`src/rtl/freelist_checkpoint_stack_pkg.sv`:
```
// Shared types and default sizes for the free-list checkpoint stack.
// Build option FLCKPT_RETIRE_MERGE_EN folds retire frees into stored snapshots.
`ifndef PHYS_REG_SZ_R10K
`define PHYS_REG_SZ_R10K 64
`endif
`ifndef BRANCH_STACK_DEPTH
`define BRANCH_STACK_DEPTH 4
`endif

package freelist_checkpoint_stack_pkg;

  localparam int unsigned branch_stack_depth = `BRANCH_STACK_DEPTH;
  localparam int unsigned phys_reg_sz        = `PHYS_REG_SZ_R10K;
  localparam int unsigned branch_tag_w       = $clog2(branch_stack_depth);

  typedef logic [branch_tag_w-1:0]       BRANCH_TAG;
  typedef logic [branch_stack_depth-1:0] BRANCH_MASK;

  typedef struct packed {
    logic                   valid;
    logic [phys_reg_sz-1:0] snap;
    BRANCH_MASK             older;
  } FL_CHECKPOINT;

endpackage

```
`src/rtl/flckpt_slot_alloc.sv`:
```
// Lowest-free-slot priority encoder for checkpoint allocation.
module flckpt_slot_alloc #(
  parameter int unsigned DEPTH = 4
) (
  input  logic [DEPTH-1:0]         live_mask,
  output logic [$clog2(DEPTH)-1:0] free_tag_c,
  output logic                     full_c
);

  localparam int unsigned TAG_W = $clog2(DEPTH);

  logic found_c;

  always_comb begin
    free_tag_c = '0;
    found_c    = 1'b0;
    for (int i = 0; i < DEPTH; i++) begin
      if (!found_c && !live_mask[i]) begin
        free_tag_c = TAG_W'(i);
        found_c    = 1'b1;
      end
    end
  end

  assign full_c = &live_mask;

endmodule

```
`src/rtl/freelist_checkpoint_stack.sv`:
```
// Free-list checkpoint stack: snapshots per in-flight branch, replayed on mispredict.
// Build option FLCKPT_RETIRE_MERGE_EN ORs retire frees into live snapshots and the restore.
module freelist_checkpoint_stack
  import freelist_checkpoint_stack_pkg::*;
#(
  parameter int unsigned DEPTH = branch_stack_depth,
  parameter int unsigned PR_SZ = phys_reg_sz
) (
  input  logic                     clock,
  input  logic                     reset,
  input  logic                     push_valid,
  input  logic [PR_SZ-1:0]         push_free_list,
  output logic                     push_ready,
  output logic [$clog2(DEPTH)-1:0] push_tag,
  input  logic                     resolve_valid,
  input  logic [$clog2(DEPTH)-1:0] resolve_tag,
  input  logic                     resolve_mispredict,
  input  logic [PR_SZ-1:0]         retire_free_mask,
  output logic                     restore_flag,
  output logic [PR_SZ-1:0]         free_list_restore,
  output logic [DEPTH-1:0]         squash_mask,
  output logic [DEPTH-1:0]         live_mask
);

  localparam int unsigned TAG_W = $clog2(DEPTH);

  typedef struct packed {
    logic             valid;
    logic [PR_SZ-1:0] snap;
    logic [DEPTH-1:0] older;
  } slot_t;

  slot_t            slots_q [DEPTH];
  slot_t            slots_d [DEPTH];
  logic             restore_flag_q, restore_flag_d;
  logic [PR_SZ-1:0] free_list_restore_q, free_list_restore_d;
  logic [DEPTH-1:0] squash_mask_q, squash_mask_d;

  logic             full_c;
  logic [TAG_W-1:0] free_tag_c;
  logic [PR_SZ-1:0] merge_mask_c;
  logic             push_fire_c;
  logic             res_hit_c;
  logic             mispredict_c;
  logic [DEPTH-1:0] res_onehot_c;
  logic [DEPTH-1:0] kill_c;
  logic [DEPTH-1:0] clear_c;

`ifdef FLCKPT_RETIRE_MERGE_EN
  assign merge_mask_c = retire_free_mask;
`else
  logic unused_retire_c;
  assign merge_mask_c    = '0;
  assign unused_retire_c = ^retire_free_mask;
`endif

  always_comb begin
    live_mask = '0;
    for (int s = 0; s < DEPTH; s++) begin
      live_mask[s] = slots_q[s].valid;
    end
  end

  flckpt_slot_alloc #(
    .DEPTH (DEPTH)
  ) u_slot_alloc (
    .live_mask  (live_mask),
    .free_tag_c (free_tag_c),
    .full_c     (full_c)
  );

  assign push_ready  = !full_c && !(resolve_valid && resolve_mispredict);
  assign push_tag    = free_tag_c;
  assign push_fire_c = push_valid && push_ready;

  // Resolve decode: a tag naming a dead slot has no effect at all.
  always_comb begin
    res_hit_c    = resolve_valid && slots_q[resolve_tag].valid;
    mispredict_c = res_hit_c && resolve_mispredict;
    res_onehot_c = DEPTH'(1) << resolve_tag;
    kill_c       = '0;
    if (mispredict_c) begin
      kill_c = res_onehot_c;
      for (int s = 0; s < DEPTH; s++) begin
        if (slots_q[s].valid && slots_q[s].older[resolve_tag]) begin
          kill_c[s] = 1'b1;
        end
      end
    end
    if (mispredict_c) begin
      clear_c = kill_c;
    end else if (res_hit_c) begin
      clear_c = res_onehot_c;
    end else begin
      clear_c = '0;
    end
  end

  // Slot array update; a push records the start-of-cycle live set minus anything resolved now.
  always_comb begin
    for (int s = 0; s < DEPTH; s++) begin
      slots_d[s] = slots_q[s];
      if (slots_q[s].valid) begin
        slots_d[s].snap = slots_q[s].snap | merge_mask_c;
      end
      if (clear_c[s]) begin
        slots_d[s].valid = 1'b0;
      end
      slots_d[s].older = slots_q[s].older & ~clear_c;
    end
    if (push_fire_c) begin
      slots_d[free_tag_c].valid = 1'b1;
      slots_d[free_tag_c].snap  = push_free_list | merge_mask_c;
      slots_d[free_tag_c].older = live_mask & ~clear_c;
    end
  end

  always_comb begin
    restore_flag_d      = 1'b0;
    free_list_restore_d = '0;
    squash_mask_d       = '0;
    if (mispredict_c) begin
      restore_flag_d      = 1'b1;
      free_list_restore_d = slots_q[resolve_tag].snap | merge_mask_c;
      squash_mask_d       = kill_c;
    end
  end

  always_ff @(posedge clock or negedge reset) begin
    if (!reset) begin
      for (int s = 0; s < DEPTH; s++) begin
        slots_q[s] <= '0;
      end
      restore_flag_q      <= 1'b0;
      free_list_restore_q <= '0;
      squash_mask_q       <= '0;
    end else begin
      for (int s = 0; s < DEPTH; s++) begin
        slots_q[s] <= slots_d[s];
      end
      restore_flag_q      <= restore_flag_d;
      free_list_restore_q <= free_list_restore_d;
      squash_mask_q       <= squash_mask_d;
    end
  end

  assign restore_flag      = restore_flag_q;
  assign free_list_restore = free_list_restore_q;
  assign squash_mask       = squash_mask_q;

endmodule

```
`config.mk`:
```
export PLATFORM = sky130hd
export DESIGN_NAME = freelist_checkpoint_stack
export DESIGN_NICKNAME = d
export VERILOG_FILES = /design/src/rtl/freelist_checkpoint_stack_pkg.sv /design/src/rtl/flckpt_slot_alloc.sv /design/src/rtl/freelist_checkpoint_stack.sv
export SDC_FILE = /design/constraint.sdc
export NUM_CORES = 1
export LEC_CHECK = 0
export CAP_MARGIN = 40
export CORE_ASPECT_RATIO = 1.25
export CORE_MARGIN = 5
export CORE_UTILIZATION = 32
export DETAILED_ROUTE_END_ITERATION = 16
export REMOVE_ABC_BUFFERS = 1
export SLEW_MARGIN = 10
export SYNTH_ARGS = -nofsm -noshare
export SYNTH_HDL_FRONTEND = slang
export SYNTH_HIERARCHICAL = 1
export SYNTH_SLANG_ARGS = --single-unit
```
`constraint.sdc`:
```
create_clock -name clock -period 2.2 [get_ports clock]
set_input_delay 0.44 -clock clock [delete_from_list [all_inputs] [get_ports clock]]
set_output_delay 0.44 -clock clock [all_outputs]
set_load 0.05 [all_outputs]
```
==> flow_summary.yaml, run 1 <==
logic_synthesis:
  syn-mean-instance-area_um2: 16.25
  synth_seq_cells: 341
  ys_warn_count: 6
  syn_inst: 879
  ys_seq_area_share_pct: 59.74
  synth_area_um2: 14280
  synth_cell_type_count: 31
place:
  hpwlAfterDp_um: 20130
  place_congestion: 0.7229
  place_inst: 1579
  numPortBuffers: 146
  dpl_cell_area_um2: 16710
detailed_routing:
  met1_length_um: 13400
  route.met2.wl_um: 15810
  viasPerCell: 4.795
  dr.pass1.iters: 4
  wl_met3_um: 1567
  topRoutingLayerUsed: "met5"
  drc: 0
  avgRoutedWirePerCell_um: 19.07
  ant_nets: 0
  vias: 7922
  drt_wl_total_um: 31500
  first_iter_violations: 236
clock_tree:
  htree_levels: 2
  cts_tree: "yes"
  cts_root_buf: "clkbuf_16"
  cts_buffer_depth: 3
  cts.sinks: 341
  numCtsBuffers: 38
  path_clk_slew_ns: 0.06
  clock_latency_ns: 0.53
critical_path:
  required_ns: 1.76
  crit_arrival_ns: 1.70
  critPathMaxStageDelay_ns: 0.81
  slowest_stage: "clkdlybuf4s50_1"
  crit_type: "flip-flop to output pin"
  setup.worst_path.end_class: "output pin"
  worstPathCellList: "clkdlybuf4s50_1"
  path_max_fanout: 1
  cp_top_family: "buffers and inverters"
  critPathBufInv: 1
  critPathLaunchType: "flip-flop"
die:
  die_y_um: 246.2
  coreArea_um2: 44120
  rows: 86
  die-area_um2: 48990
  start_util_pct: 32.38
  fp.dieW_um: 199.0
  io_pins: 211
global_routing:
  grt_overflow: 0
  grt_pass1_wl_um: 51140
  grt_max_degree: 62
  grt_util_all_layers_pct: 13.26
  grt_pass1_vias: 8842
  antenna_found_initial: 2
power_and_ir_drop:
  clock_power_share_pct: 26.6
  power_switching_uw: 7064
  swShare_pct: 28.31
  p_seq_share_pct: 40.9
  leakagePower_uw: 0.007876
  comb_power_share_pct: 32.5
  power.density_nw_per_um2: 1381
  intPower_uw: 17890
  irDropWorstVdd_v: 0.0008020
sta:
  grt_setup_unrepaired: "false"
  max-slew-margin-rel_pct: 60.76
  fin_skew_ns: 0.01035
  tightestPinTransition_ns: 0.5910
  finalHoldViolations: 0
  fin_crit_sh_pct: 97.07
  fmax_mhz: 468.2
  period_minus_slack_ns: 2.136
  setup_viol: 0
  finalMaxSlewViolations: 0
cells_and_area:
  nFillCells: 4070
  drive_gt1_share_pct: 40.96
  layout.cells.non_filler: 1652
  fin_util_pct: 40.96
  nets: 1186
  final_cell_area_um2: 18070
  syn_to_final_growth_pct: 26.52
flow_run:
  maxCapViolations: 0
hold_path:
  hp-class: "input pin to flip-flop"
status:
  outcome: "finished clean"
==> cells by family after synthesis <==
family                 after synthesis  share of synthesized area, %
buffers and inverters               67                         2.645
muxes                              333                         31.67
DFF                                341                         59.74
AOI/OAI and AO/OA                   28                         1.200
and+or+nand+nor                    110                         4.748
==> synth_stat cells (all sizes together) <==
| master | n | area, um2 |
|---|---|---|
| nand3b | 1 | 7.510 |
| and3 | 3 | 18.77 |
| a21oi | 12 | 71.32 |
| mux2i | 12 | 120.1 |
| a21boi | 1 | 7.510 |
| clkbuf | 9 | 33.78 |
| mux4 | 65 | 1464 |
| dfrtp | 341 | 8533 |
| nand4b | 2 | 47.55 |
| nand2 | 12 | 45.04 |
| nand4 | 1 | 21.27 |
| and2 | 1 | 6.260 |
| a21o | 2 | 15.01 |
| o21ba | 1 | 10.01 |
| o211ai | 3 | 22.52 |
| nand3 | 4 | 32.53 |
| inv | 6 | 22.52 |
| nor2 | 17 | 63.81 |
| and3b | 1 | 8.760 |
| nand2b | 1 | 6.260 |
| buf | 52 | 321.6 |
| nor2b | 66 | 412.9 |
| mux2 | 256 | 2939 |
| nor3b | 1 | 7.510 |
| o21ai | 9 | 45.04 |
==> what timing repair did <==
action,in CTS,in global routing
gates resized for setup,3,3
buffers inserted,0,3
endpoints found under the hold margin,35,0
setup endpoints to repair,3,4
hold buffers,1,0
==> area by class of cell <==
type	instances	area, um2	share of cell area, %
inverters	6	22.52	0.1246
clock buffers	61	1181	6.536
clock inverters	7	137.6	0.7616
repair buffers	193	2090	11.56
well taps	572	715.7	3.960
flip-flops and latches	341	8533	47.22
multi-input cells	471	5389	29.82
diodes	1	2.502	0.01385
==> tightest hold or removal path, cell delays in order <==
cell and delay [ns]:
buf_4 0.20, nand2_1 0.09, a21oi_1 0.07
==> metal layers <==
layer	global-route usage [%]	vias up
met4	3.984	2
met2	22.32	144
met1	17.13	4215
li1	-	3508
met3	3.009	53
met5	0	-
==> through the flow <==
step           setup slack (ns)  hold slack [ns]  total power, uW  setup TNS, ns
2_1_floorplan            -1.603           0.1444            15850        -421.38
6_report                0.06438           0.3213            24960              0
3_5_place_dp           -0.06329           0.3837            18550         -3.088
5_1_grt               0.0007613           0.3114            26450              0
4_1_cts                0.007185           0.2912            25350              0
3_3_place_gp           -0.05508           0.3796            18250         -2.157
==> path summary, 6_finish.rpt <==
path / startpoint / endpoint / slack [ns] / depth (start not counted)
worst max-delay path: free_list_restore[42]$_DFF_PN0_ / free_list_restore[42] / 0.06 / 1
worst min-delay path: resolve_tag[1] / squash_mask[2]$_DFF_PN0_ / 0.32 / 3
worst max register to register: live_mask[1]$_DFF_PN0_ / flip-flop / 0.42 / 7
worst min register to register: flip-flop / flip-flop / 0.50 / 1
max in group asynchronous: reset / free_list_restore[5]$_DFF_PN0_ / 1.04 / 3
min in group asynchronous: reset / free_list_restore[19]$_DFF_PN0_ / 0.41 / 2
==> layout by cell type, fill, tap and decap left out, types with 15 or more instances in the layout <==
cell	netlist	layout
buf_12	0	23
buf_4	6	32
clkbuf_16	0	41
clkdlybuf4s50_1	0	130
dfrtp_1	341	341
mux2_2	241	241
mux2_4	15	15
mux4_2	65	65
nor2_1	17	17
nor2b_1	66	66
==> power by group through the flow <==
stage	Clock, uW	Combinational [uW]	Sequential (uW)
after floorplan	0	5140	10700
after global placement	0	8060	10200
after detailed placement	0	8220	10300
after CTS	6890	8240	10200
after global routing	7140	8780	10500
final	6640	8110	10200
No activity file was read; power rests on OpenSTA's default activity.
==> run 2, diff against run 1 <==
CORE_ASPECT_RATIO = 0.75   (was 1.25)
CORE_UTILIZATION = 54   (was 32)
PLACE_DENSITY = 0.8   (was unset)
==> flow_summary.yaml, run 2 (synthesized netlist as in run 1, its figures left out) <==
clock_tree:
  cts.sinks: 341
  numCtsBuffers: 35
  cts_buffer_depth: 3
  cts_tree: "yes"
  cts_root_buf: "clkbuf_16"
  clock_latency_ns: 0.50
  htree_levels: 2
  path_clk_slew_ns: 0.06
critical_path:
  required_ns: 1.76
  endpoint: "free_list_restore[41]"
  rrSetupSlack_ns: 0.26
  crit_arrival_ns: 1.73
  cp_top_family: "buffers and inverters"
  crit_type: "flip-flop to output pin"
  cp.depth: 1
  cp-startpoint: "free_list_restore[41]$_DFF_PN0_"
  critPathBufInv: 1
  setup.worst_path.end_class: "output pin"
  worstPathCellList: "clkdlybuf4s50_1"
  critPathLaunchType: "flip-flop"
  critPathMaxStageDelay_ns: 0.83
  slowest_stage: "clkdlybuf4s50_1"
  r2r_cells: 6
  timing.rr.start: "live_mask[3]$_DFF_PN0_"
  path_max_fanout: 1
global_routing:
  antenna_found_initial: 2
  grt_pass1_vias: 8856
  grt_pass1_wl_um: 48870
  grt_overflow: 0
  grt_max_degree: 69
  grt_util_all_layers_pct: 20.64
flow_run:
  maxCapViolations: 0
sta:
  setup_ws_ns: 0.03425
  max-slew-margin-rel_pct: 56.33
  fin_skew_ns: 0.009241
  tightestPinTransition_ns: 0.6540
  finalHoldViolations: 0
  fin_tns_setup_ns: 0
  grt_setup_unrepaired: "false"
  period_minus_slack_ns: 2.166
  setup_viol: 0
  fmax_mhz: 461.7
  hold_ws_ns: 0.4868
  fin_crit_sh_pct: 98.44
  finalMaxSlewViolations: 0
place:
  pre_cts_ws_ns: 0.003389
  hpwlAfterDp_um: 19090
  numPortBuffers: 146
  place_inst: 1356
  place_congestion: 0.8086
detailed_routing:
  avgRoutedWirePerCell_um: 21.02
  vias: 7957
  drc: 0
  ant_nets: 0
  drt_wl_total_um: 29760
  first_iter_violations: 303
  dr.pass1.iters: 4
  viasPerCell: 5.619
cells_and_area:
  nFillCells: 1780
  drive_gt1_share_pct: 40.39
  mostFrequentLayoutCells: "dfrtp_1 (341), mux2_2 (241), clkdlybuf4s50_1 (134)"
  nets: 1187
  syn_to_final_growth_pct: 23.35
  layout_commonest_cell: "dfrtp_1"
  layout.cells.non_filler: 1416
  antenna_cells: 0
die:
  rows: 51
  start_util_pct: 54.86
  coreArea_um2: 26040
  die-area_um2: 29840
  fp.dieW_um: 197.8
  io_pins: 211
  die_y_um: 150.9
hold_path:
  whs_path_depth: 3
  hp-class: "input pin to flip-flop"
status:
  outcome: "finished clean"
power_and_ir_drop:
  irDropWorstVdd_v: 0.001008
  leakagePower_uw: 0.007792
  power.density_nw_per_um2: 1378
run 2: changes by cell type in the layout (fill, tap and decap cells not counted):
cell,change
clkbuf_16,-4
clkbuf_1,-3
diode_2,-1
clkinvlp_4,-1
bufinv_16,-1
a21boi_2,-1
a21boi_1,+1
clkdlybuf4s50_1,+4
inv_8,+1
buf_6,-1
clkbuf_8,-5
clkinv_2,+2
buf_4,+1
run 2: metal layers:
metal / track usage [%] / wire, um / up-vias
met5: 0 / 25 / -
met4: 4.061 / 347 / 4
met3: 4.425 / 1812 / 39
met2: 32.40 / 14020 / 202
met1: 30.52 / 13560 / 4196
li1: - / - / 3516
run 2: timing repair:
| action | CTS | global route |
|---|---|---|
| gates resized for setup | 3 | 2 |
| endpoints found under the hold margin | 51 | 0 |
| setup buffers | 0 | 2 |
| hold buffers | 1 | 0 |
| endpoints found under the setup margin | 3 | 3 |
| gates cloned | 0 | 0 |
run 2: through the flow:
stage / area (um2) / total power [uW] / utilization [%]
final: 17620 / 24280 / 67.68
after global routing: 17620 / 25560 / 67.68
after CTS: 17600 / 24490 / 67.60
after detailed placement: 16470 / 18560 / 63.26
after global placement: 16470 / 18110 / 63.26
after floorplan: 13930 / 15850 / -
run 2: area by class of cell:
type | count | area (um2) | area share, %
clock inverters | 8 | 121.4 | 0.6888
repair buffers | 197 | 2126 | 12.07
well taps | 344 | 430.4 | 2.443
clock buffers | 49 | 1001 | 5.681
multi-input cells | 471 | 5385 | 30.56
flip-flops and latches | 341 | 8533 | 48.43
inverters | 6 | 22.52 | 0.1278
run 2: worst register-to-register path, cell delays in order (launching register included):
cell and delay (ns):
dfrtp_1 0.43, nand2b_1 0.17, a21boi_1 0.17, buf_4 0.20
nand4b_4 0.19, buf_12 0.24, mux2_2 0.43
run 2: how the worst min path moves through the flow:
stage / start / to / slack [ns]
2_1_floorplan: reset / async pin / 0.14
3_3_place_gp: reset / free_list_restore[3]$_DFF_PN0_ / 0.46
3_5_place_dp: reset / free_list_restore[3]$_DFF_PN0_ / 0.46
4_1_cts: resolve_tag[1] / free_list_restore[11]$_DFF_PN0_ / 0.47
5_1_grt: resolve_tag[1] / free_list_restore[47]$_DFF_PN0_ / 0.49
6_report: resolve_tag[1] / free_list_restore[11]$_DFF_PN0_ / 0.49
run 2: report_power, final:
part,internal (uW),leakage [uW],switching (uW)
clock network,3520,0.000552,2320
registers,8990,0.00421,1330
logic,4770,0.00303,3350
total,17300,0.00779,7000
